**src/rtl/multicycle_cu.sv**
```systemverilog
// Multi-cycle RV32I control unit: a Moore FSM sequences a shared ALU and a single ready-handshaked memory port.
// Build option CU_TRAP_EN: illegal instructions halt in TRAP until reset; otherwise they retire as NOPs.
module multicycle_cu #(
    parameter int CNT_W     = 32,
    parameter int ALUCTRL_W = 4
) (
    input  logic                 clk,
    input  logic                 rst,
    input  logic [6:0]           op,
    input  logic [2:0]           funct3,
    input  logic [6:0]           funct7,
    input  logic                 Zero,
    input  logic                 Lt,
    input  logic                 Ltu,
    input  logic                 mem_ready,
    output logic                 mem_req,
    output logic                 mem_we,
    output logic                 AdrSrc,
    output logic                 IRWrite,
    output logic                 PCWrite,
    output logic                 RegWrite,
    output logic [2:0]           ImmSrc,
    output logic [1:0]           ALUSrcA,
    output logic [1:0]           ALUSrcB,
    output logic [ALUCTRL_W-1:0] ALUctrl,
    output logic [1:0]           ResultSrc,
    output logic                 retire,
    output logic [CNT_W-1:0]     instret,
    output logic                 trap
);
    localparam logic [6:0] OP_LOAD  = 7'b0000011, OP_STORE = 7'b0100011, OP_R    = 7'b0110011;
    localparam logic [6:0] OP_I     = 7'b0010011, OP_BR    = 7'b1100011, OP_JAL  = 7'b1101111;
    localparam logic [6:0] OP_JALR  = 7'b1100111, OP_LUI   = 7'b0110111, OP_AUIPC = 7'b0010111;
    localparam logic [3:0] ALU_ADD = 4'd0, ALU_SUB = 4'd1, ALU_XOR = 4'd2, ALU_OR  = 4'd3, ALU_AND  = 4'd4;
    localparam logic [3:0] ALU_SLL = 4'd5, ALU_SRL = 4'd6, ALU_SRA = 4'd7, ALU_SLT = 4'd8, ALU_SLTU = 4'd9;

    typedef enum logic [3:0] {
        S_FETCH, S_DECODE, S_MEMADR, S_MEMRD, S_MEMWB, S_MEMWR, S_EXECR,
        S_EXECI, S_ALUWB, S_BRANCH, S_JALRADR, S_JUMP, S_UPPER, S_TRAP
    } state_t;

    state_t           r_state, w_next;
    logic [CNT_W-1:0] r_instret;
    logic             w_legal, w_taken, w_retire;
    logic [3:0]       w_alu_dec, w_alu;
    logic [2:0]       w_imm;

    always_comb begin
        w_legal = 1'b1;
        case (op)
            OP_LOAD:  w_legal = !(funct3 inside {3'b011, 3'b110, 3'b111});
            OP_STORE: w_legal = (funct3 <= 3'b010);
            OP_R:     w_legal = (funct7 == 7'h00) ||
                                (funct7 == 7'h20 && (funct3 == 3'b000 || funct3 == 3'b101));
            OP_I: begin
                if (funct3 == 3'b001)      w_legal = (funct7 == 7'h00);
                else if (funct3 == 3'b101) w_legal = (funct7 == 7'h00) || (funct7 == 7'h20);
            end
            OP_BR:    w_legal = (funct3[2:1] != 2'b01);
            OP_JALR:  w_legal = (funct3 == 3'b000);
            OP_JAL, OP_LUI, OP_AUIPC: w_legal = 1'b1;
            default:  w_legal = 1'b0;
        endcase
    end

    // funct7[5] is an immediate bit for OP-IMM, so it only picks SUB on register ops
    always_comb begin
        w_alu_dec = ALU_ADD;
        case (funct3)
            3'b000:  w_alu_dec = (op == OP_R && funct7[5]) ? ALU_SUB : ALU_ADD;
            3'b001:  w_alu_dec = ALU_SLL;
            3'b010:  w_alu_dec = ALU_SLT;
            3'b011:  w_alu_dec = ALU_SLTU;
            3'b100:  w_alu_dec = ALU_XOR;
            3'b101:  w_alu_dec = funct7[5] ? ALU_SRA : ALU_SRL;
            3'b110:  w_alu_dec = ALU_OR;
            default: w_alu_dec = ALU_AND;
        endcase
    end

    always_comb begin
        w_taken = 1'b0;
        case (funct3)
            3'b000:  w_taken = Zero;
            3'b001:  w_taken = ~Zero;
            3'b100:  w_taken = Lt;
            3'b101:  w_taken = ~Lt;
            3'b110:  w_taken = Ltu;
            3'b111:  w_taken = ~Ltu;
            default: w_taken = 1'b0;
        endcase
        w_imm = 3'b000;
        case (op)
            OP_STORE:        w_imm = 3'b010;
            OP_BR:           w_imm = 3'b011;
            OP_LUI, OP_AUIPC: w_imm = 3'b100;
            OP_JAL:          w_imm = 3'b101;
            default:         w_imm = 3'b000;
        endcase
    end

    always_comb begin
        w_next    = r_state;
        mem_req   = 1'b0;
        mem_we    = 1'b0;
        AdrSrc    = 1'b0;
        IRWrite   = 1'b0;
        PCWrite   = 1'b0;
        RegWrite  = 1'b0;
        ImmSrc    = 3'b000;
        ALUSrcA   = 2'b00;
        ALUSrcB   = 2'b00;
        w_alu     = ALU_ADD;
        ResultSrc = 2'b00;
        w_retire  = 1'b0;
        case (r_state)
            S_FETCH: begin
                mem_req = 1'b1;
                ALUSrcB = 2'b10;
                if (mem_ready) begin
                    IRWrite   = 1'b1;
                    PCWrite   = 1'b1;
                    ResultSrc = 2'b10;
                    w_next    = S_DECODE;
                end
            end
            S_DECODE: begin
                ImmSrc  = w_imm;
                ALUSrcA = 2'b01;
                ALUSrcB = 2'b01;
                if (!w_legal) begin
`ifdef CU_TRAP_EN
                    w_next   = S_TRAP;
`else
                    w_next   = S_FETCH;
                    w_retire = 1'b1;
`endif
                end else begin
                    case (op)
                        OP_LOAD, OP_STORE: w_next = S_MEMADR;
                        OP_R:              w_next = S_EXECR;
                        OP_I:              w_next = S_EXECI;
                        OP_BR:             w_next = S_BRANCH;
                        OP_JAL:            w_next = S_JUMP;
                        OP_JALR:           w_next = S_JALRADR;
                        default:           w_next = S_UPPER;
                    endcase
                end
            end
            S_MEMADR: begin
                ALUSrcA = 2'b10;
                ALUSrcB = 2'b01;
                ImmSrc  = (op == OP_STORE) ? 3'b010 : 3'b000;
                w_next  = (op == OP_STORE) ? S_MEMWR : S_MEMRD;
            end
            S_MEMRD: begin
                mem_req = 1'b1;
                AdrSrc  = 1'b1;
                if (mem_ready) w_next = S_MEMWB;
            end
            S_MEMWB: begin
                ResultSrc = 2'b01;
                RegWrite  = 1'b1;
                w_retire  = 1'b1;
                w_next    = S_FETCH;
            end
            S_MEMWR: begin
                mem_req = 1'b1;
                mem_we  = 1'b1;
                AdrSrc  = 1'b1;
                if (mem_ready) begin
                    w_retire = 1'b1;
                    w_next   = S_FETCH;
                end
            end
            S_EXECR, S_EXECI: begin
                ALUSrcA = 2'b10;
                ALUSrcB = (r_state == S_EXECI) ? 2'b01 : 2'b00;
                w_alu   = w_alu_dec;
                w_next  = S_ALUWB;
            end
            S_ALUWB: begin
                RegWrite = 1'b1;
                w_retire = 1'b1;
                w_next   = S_FETCH;
            end
            S_BRANCH: begin
                ALUSrcA  = 2'b10;
                w_alu    = ALU_SUB;
                PCWrite  = w_taken;
                w_retire = 1'b1;
                w_next   = S_FETCH;
            end
            S_JALRADR: begin
                ALUSrcA = 2'b10;
                ALUSrcB = 2'b01;
                w_next  = S_JUMP;
            end
            S_JUMP: begin
                PCWrite = 1'b1;
                ALUSrcA = 2'b01;
                ALUSrcB = 2'b10;
                w_next  = S_ALUWB;
            end
            S_UPPER: begin
                ImmSrc  = 3'b100;
                ALUSrcB = 2'b01;
                ALUSrcA = (op == OP_LUI) ? 2'b11 : 2'b01;
                w_next  = S_ALUWB;
            end
            S_TRAP:  w_next = S_TRAP;
            default: w_next = S_FETCH;
        endcase
        if (rst) begin
            mem_req   = 1'b0;
            mem_we    = 1'b0;
            AdrSrc    = 1'b0;
            IRWrite   = 1'b0;
            PCWrite   = 1'b0;
            RegWrite  = 1'b0;
            ImmSrc    = 3'b000;
            ALUSrcA   = 2'b00;
            ALUSrcB   = 2'b00;
            w_alu     = ALU_ADD;
            ResultSrc = 2'b00;
            w_retire  = 1'b0;
        end
    end

    assign retire  = w_retire;
    assign ALUctrl = ALUCTRL_W'(w_alu);
    assign instret = rst ? '0 : r_instret;

`ifdef CU_TRAP_EN
    logic r_trap;
    assign trap = rst ? 1'b0 : r_trap;

    always_ff @(posedge clk) begin
        if (rst)                   r_trap <= 1'b0;
        else if (w_next == S_TRAP) r_trap <= 1'b1;
    end
`else
    assign trap = 1'b0;
`endif

    always_ff @(posedge clk) begin
        if (rst) begin
            r_state   <= S_FETCH;
            r_instret <= '0;
        end else begin
            r_state <= w_next;
            if (w_retire) r_instret <= r_instret + CNT_W'(1);
        end
    end
endmodule

```
**config.mk**
```make
export PLATFORM = sky130hd
export DESIGN_NAME = multicycle_cu
export DESIGN_NICKNAME = d
export VERILOG_FILES = /design/src/rtl/multicycle_cu.sv
export SDC_FILE = /design/constraint.sdc
export NUM_CORES = 1
export LEC_CHECK = 0
export ABC_AREA = 1
export CAP_MARGIN = 10
export CELL_PAD_IN_SITES_DETAIL_PLACEMENT = 2
export CELL_PAD_IN_SITES_GLOBAL_PLACEMENT = 2
export CORE_MARGIN = 5
export CORE_UTILIZATION = 28
export CTS_CLUSTER_DIAMETER = 60
export DETAILED_ROUTE_END_ITERATION = 10
export PLACE_DENSITY = 0.93
export SKIP_CTS_REPAIR_TIMING = 1
export SLEW_MARGIN = 20
export SYNTH_ARGS = -nofsm -noshare
export SYNTH_HDL_FRONTEND = slang
export SYNTH_SLANG_ARGS = --single-unit
```
**constraint.sdc**
```tcl
create_clock -name clk -period 4.8 [get_ports clk]
set_clock_uncertainty 0.05 [all_clocks]
set_input_delay 0.96 -clock clk [delete_from_list [all_inputs] [get_ports clk]]
set_output_delay 0.96 -clock clk [all_outputs]
set_load 0.05 [all_outputs]
```
==> flow_summary.toml, run 1 <==
[yosys]
synth_simple_gate_area_frac = 0.4512
synth-adder-area-share = 0.003798
synthXorXnorAreaFrac = 0.07710
synth_edf_count = 0
ys_seq_elements = 36
synthDistinctLibCells = 35
ys_seq_area_frac = 0.2188
synth_fp_nets = 572
synth_cells = 548
avgSynthCellArea_um2 = 6.012
synthMuxAreaShare = 0
synth-main-ff-cell = "dfxtp_1"
synth-compound-area-share = 0.1208
yosysWarnings = 0
synth_top_family_by_area = "simple AND/OR/NAND/NOR gates"
netlist_area_um2 = 3294
synthArstFlopShare = 0

[die]
core_um2 = 11470
dieHeight_um = 118.5
die_w_um = 118.5
start_util = 0.2873
io_pins = 76
row_count = 39
die-area_um2 = 14040

[cells_and_area]
multi_input_area_um2 = 2155
antenna_cells = 0
ff_latch_area_um2 = 720.7
drive_gt1_frac = 0.1309
finalNonFillerCells = 754
fill_cells = 1406
layout.nets = 634
syn_to_final_growth_pct = 28.94

[clocking]
clkTransAtPathRegs_ns = 0.06
clk_path_buf_depth = 2
tritoncts = "yes"
tritoncts.num_buffers = 5
root_buffer = "clkbuf_16"
cts.sinks = 36
clk_latency_ns = 0.28
htreeDepth = 2

[min_path]
whs_endpoint = "r_instret[30]"
hold_class = "reg2reg"
min_from = "r_instret[30]"
whs_path_depth = 2

[detailed_routing]
met2_length_mm = 6.793
via_count = 3819
routed_wl_mm = 13.26
maxUsedRoutingLayer = "met4"
route.met3.wl_um = 342
dr.pass1.iters = 4
drt-wirelength-per-cell_um = 17.59
antenna_left = 0
met1_length_mm = 5.885
drc = 0
via_per_inst = 5.065
drtIter0Drc = 125

[place]
place.gp.congestion = 0.8487
place_inst = 746
port_buffers = 74
place_hpwl_mm = 10.19

[timing]
finalCritPeriodShare = 0.9219
setup_tns_ns = 0
finalHoldViolCount = 0
worstMarginPinSlew_ns = 0.5563
min_period_ns = 4.425
drv_slew = 0
setup_violations = 0
fmax_ghz = 0.2260
rsz0062_at_grt = "no"
maxSlewHeadroom = 0.6292

[setup_path]
cp.arrival_ns = 3.42
critPathCaptureType = "output pin"
criticalPathCategory = "in2out"
r2r_slack_ns = 2.23
critPathMaxFanout = 9
start_kind = "primary input"
r2r_end = "r_instret[2]"
r2r_cells = 11
required_ns = 3.79
worstReg2RegStart = "r_state[2]"

[status]
status = "complete, no violations"

[global_route]
grt_pass1_vias = 4162
grt_pass1_wl_mm = 21.66
grtUsageTotal = 0.1837
antenna_found_initial = 0
grt_max_degree = 46
gr-total-overflow = 0

[power_and_ir_drop]
peakVddDrop_mv = 0.1110
p_per_area_nw_per_um2 = 190.7
p_leak_nw = 1.559

[job]
max-cap-violations = 0
==> routing by layer <==
layer	up-vias	track usage
met4	0	0.04181
li1	1854	-
met1	1883	0.2280
met2	65	0.3358
met3	17	0.02531
met5	-	0
==> sequential cells by signal (all words and copies together) (netlist names) <==
signal     flops
r_instret     32
r_state        4
==> kinds of logic (layout without fill, tap and decap cells) <==
kind of cell	count (synthesis)	after routing
buf+inv	94	157
flops	36	36
compound gates	56	56
xor+xnor	29	29
other cells	1	1
simple gates	331	331
fa+ha+maj	1	1
==> critical path, stage by stage <==
cell and delay (ns):
clkdlybuf4s50_1 0.51, nand2_2 0.10, nor3_4 0.34, nand2_4 0.10, nor2_2 0.12, nand3_1 0.08
a21oi_1 0.15, o21ai_0 0.11, a21oi_1 0.13, clkdlybuf4s50_1 0.81
==> placed cells by master (no fill, tap or decap), types with 2 or more instances in the layout <==
cell / n
nand2_2: 28
buf_4: 5
a21oi_1: 15
dfxtp_1: 36
nor3_1: 25
inv_2: 4
nand2_4: 2
xor2_1: 28
nand4_1: 4
nor2_1: 104
o21ai_0: 7
nor3b_1: 2
nand3_1: 51
nor2_2: 2
clkinv_2: 2
clkbuf_16: 5
clkdlybuf4s50_1: 72
inv_1: 67
a21oi_2: 27
nand2_1: 108
a31oi_1: 3
==> cell usage after synthesis (3+ instances only) <==
| master | n | area [µm²] |
|---|---|---|
| inv_1 | 67 | 251.5 |
| a21oi_1 | 15 | 75.07 |
| nand2_2 | 28 | 175.2 |
| xor2_1 | 28 | 245.2 |
| nor3_1 | 25 | 125.1 |
| clkbuf_1 | 10 | 37.54 |
| dfxtp_1 | 36 | 720.7 |
| a21oi_2 | 27 | 236.5 |
| nand4_1 | 4 | 25.02 |
| o21ai_0 | 7 | 35.03 |
| buf_4 | 5 | 37.54 |
| a31oi_1 | 3 | 18.77 |
| nand2_1 | 108 | 405.4 |
| inv_2 | 4 | 15.01 |
| nor2_1 | 104 | 390.4 |
| buf_2 | 3 | 15.01 |
| nand3_1 | 51 | 255.2 |
==> stage by stage <==
| stage | hold WS, ns | setup slack, ns | cell area [µm²] | power, mW | utilization |
|---|---|---|---|---|---|
| 6_report | 0.4216 | 0.3749 | 4248 | 0.8102 | 0.3704 |
| 5_1_grt | 0.4514 | 0.2010 | 4248 | 0.8400 | 0.3704 |
| 4_1_cts | 0.4233 | 0.3427 | 4248 | 0.8177 | 0.3704 |
| 3_5_place_dp | 0.4145 | 0.3504 | 4099 | 0.4790 | 0.3574 |
| 3_3_place_gp | 0.3991 | 0.4633 | 4099 | 0.4694 | 0.3574 |
| 2_1_floorplan | 0.3899 | 0.9274 | 3294 | 0.4240 | - |
==> final cells by class <==
type                            instances  share of cell area
Multi-Input combinational cell        418              0.5072
Timing Repair Buffer                   78              0.1832
Sequential cell                        36              0.1697
Inverter                               71             0.06274
Tap cell                              143             0.04212
Clock buffer                            6             0.03270
Clock inverter                          2            0.002356
==> worst max-delay path by stage <==
stage,end,depth (start not counted),from,slack [ns]
5_1_grt,ALUctrl[0],10,op[1],0.20
4_1_cts,ALUctrl[0],10,op[1],0.34
6_report,ALUctrl[0],10,op[1],0.37
2_1_floorplan,ALUctrl[1],3,rst,0.93
3_5_place_dp,ALUctrl[0],10,op[1],0.35
3_3_place_gp,ALUctrl[0],9,op[2],0.46
==> power breakdown <==
| part | switching, mW | internal [mW] | leakage, nW | total (mW) |
|---|---|---|---|---|
| clock | 0.132 | 0.205 | 0.0766 | 0.337 |
| combinational | 0.116 | 0.0492 | 1.19 | 0.165 |
| sequential | 0.00572 | 0.302 | 0.291 | 0.308 |
| total | 0.254 | 0.556 | 1.56 | 0.810 |
No activity file was read; power rests on OpenSTA's default activity.
==> run 2: changes to the inputs <==
- CORE_UTILIZATION: 28 -> 29
- DONT_BUFFER_PORTS: not set -> 1
- PLACE_DENSITY: 0.93 -> 0.79
==> run 2 against run 1 <==
  * Die area is 3.2% lower
  * Hold slack barely moved
  * Critical endpoint is now retire
  * Setup slack gained 0.55 ns
  * Largest power group unchanged
==> flow_summary.toml, run 2 (same netlist as run 1, synthesis figures left out) <==
[status]
status = "complete, no violations"

[timing]
worstMarginPinSlew_ns = 1.102
setup_violations = 0
finalCritPeriodShare = 0.8078
setup_tns_ns = 0
fmax_ghz = 0.2579
drv_slew = 0
finalHoldViolCount = 0
maxSlewHeadroom = 0.2679
min_period_ns = 3.878
rsz0062_at_grt = "no"

[min_path]
min_from = "r_instret[30]"
hold_class = "reg2reg"

[detailed_routing]
routed_wl_mm = 11.76
dr.pass1.iters = 4
antenna_left = 0
drc = 0
via_count = 3458
drt-wirelength-per-cell_um = 17.29
drtIter0Drc = 115
via_per_inst = 5.085

[global_route]
gr-total-overflow = 0
grtUsageTotal = 0.1772
grt_pass1_wl_mm = 19.38
grt_max_degree = 80
grt_pass1_vias = 3769
antenna_found_initial = 0

[cells_and_area]
mostFrequentLayoutCells = "nand2_1 (108), nor2_1 (103), inv_1 (67)"
top_register = "r_instret"
multi_input_area_um2 = 2180
syn_to_final_growth_pct = 7.558
antenna_cells = 0
drive_gt1_frac = 0.1546
layout.nets = 560
largestRegisters = "r_instret x32, r_state x4"
final_common_cell = "nand2_1"
ff_latch_area_um2 = 720.7
fill_cells = 1394
largest_reg_flops = 32

[die]
core_um2 = 11270
dieHeight_um = 116.6
die_w_um = 116.6
io_pins = 76
die-area_um2 = 13590
start_util = 0.2923
row_count = 39

[power_and_ir_drop]
peakVddDrop_mv = 0.1237
power_mw = 0.7991
p_leak_nw = 1.296
p_per_area_nw_per_um2 = 225.5

[setup_path]
crit_cells = 10
worstReg2RegStart = "r_state[0]"
worstPathCellList = "inv_1 > nand3_1 > nor2_1 > nor2_1 > nand3_1 > nor2_1 > nand3_2 > nand2_4 > nand2_8 > inv_1"
r2r_slack_ns = 2.41
r2r_cells = 11
required_ns = 3.79
r2r_end = "r_instret[1]"
crit_path_max_incr_delay_ns = 0.43
critPathCaptureType = "output pin"
cp_num_buf_inv = 2
endpoint = "retire"
crit_top_cell = "nor2_1"
cp.arrival_ns = 2.87
criticalPathCategory = "in2out"
slowest_stage = "inv_1"
critical-path-top-delay-family = "simple AND/OR/NAND/NOR gates"
critPathMaxFanout = 33
startpoint = "op[6]"
start_kind = "primary input"

[clocking]
cts.sinks = 36
clkTransAtPathRegs_ns = 0.06
tritoncts = "yes"
clk_path_buf_depth = 2
htreeDepth = 2
clk_latency_ns = 0.28
tritoncts.num_buffers = 5
root_buffer = "clkbuf_16"

[place]
place.gp.congestion = 0.8278
place_hpwl_mm = 9.102
port_buffers = 0

[job]
max-cap-violations = 0
## run 2: cell type report
class	count	area share
clock buffers	5	0.03531
clock inverters	3	0.01201
inverters	71	0.07521
multi-input cells	418	0.6151
flip-flops and latches	36	0.2034
well taps	143	0.05049
repair buffers	4	0.008475
## run 2: layer usage
layer,track usage,up-vias,routed length (µm)
met4,0.03058,0,71
met3,0.02021,8,358
met1,0.2216,1703,5339
met2,0.3299,49,5987
met5,0,-,0
li1,-,1698,-
## run 2: through the flow
step / utilization / instance area (µm²) / cells / hold slack (ns) / setup WS [ns]
6_report: 0.3144 / 3543 / 680 / 0.4220 / 0.9225
5_1_grt: 0.3144 / 3543 / 680 / 0.4552 / 0.6751
4_1_cts: 0.3144 / 3543 / 680 / 0.4225 / 0.8749
3_5_place_dp: 0.2995 / 3376 / 672 / 0.4129 / 0.8875
3_3_place_gp: 0.2989 / 3369 / 672 / 0.3969 / 1.006
2_1_floorplan: - / 3294 / 548 / 0.3899 / 0.9274
## run 2: worst min path at each step
stage,slack [ns],cells after the start,to
after floorplan,0.39,2,r_instret[30]
after global placement,0.40,2,r_instret[30]
after detailed placement,0.41,2,r_instret[30]
after CTS,0.42,2,r_instret[30]
after global routing,0.46,2,r_instret[6]
final,0.42,2,r_instret[30]
## run 2: worst register-to-register path: stages (launching register included)
cell and delay, ns:
dfxtp_1 0.46, inv_2 0.06, nor2_1 0.23, inv_2 0.08, nor2_1 0.19, inv_1 0.09
nand2_1 0.09, a21oi_1 0.09, nand2_4 0.36, nand2_8 0.31, nor2_1 0.20, nor2_1 0.07
## run 2: power breakdown
part	switching (mW)	internal (mW)	total, mW
sequential	0.00490	0.302	0.307
combinational	0.0906	0.0201	0.111
clock	0.137	0.244	0.381
total	0.233	0.566	0.799
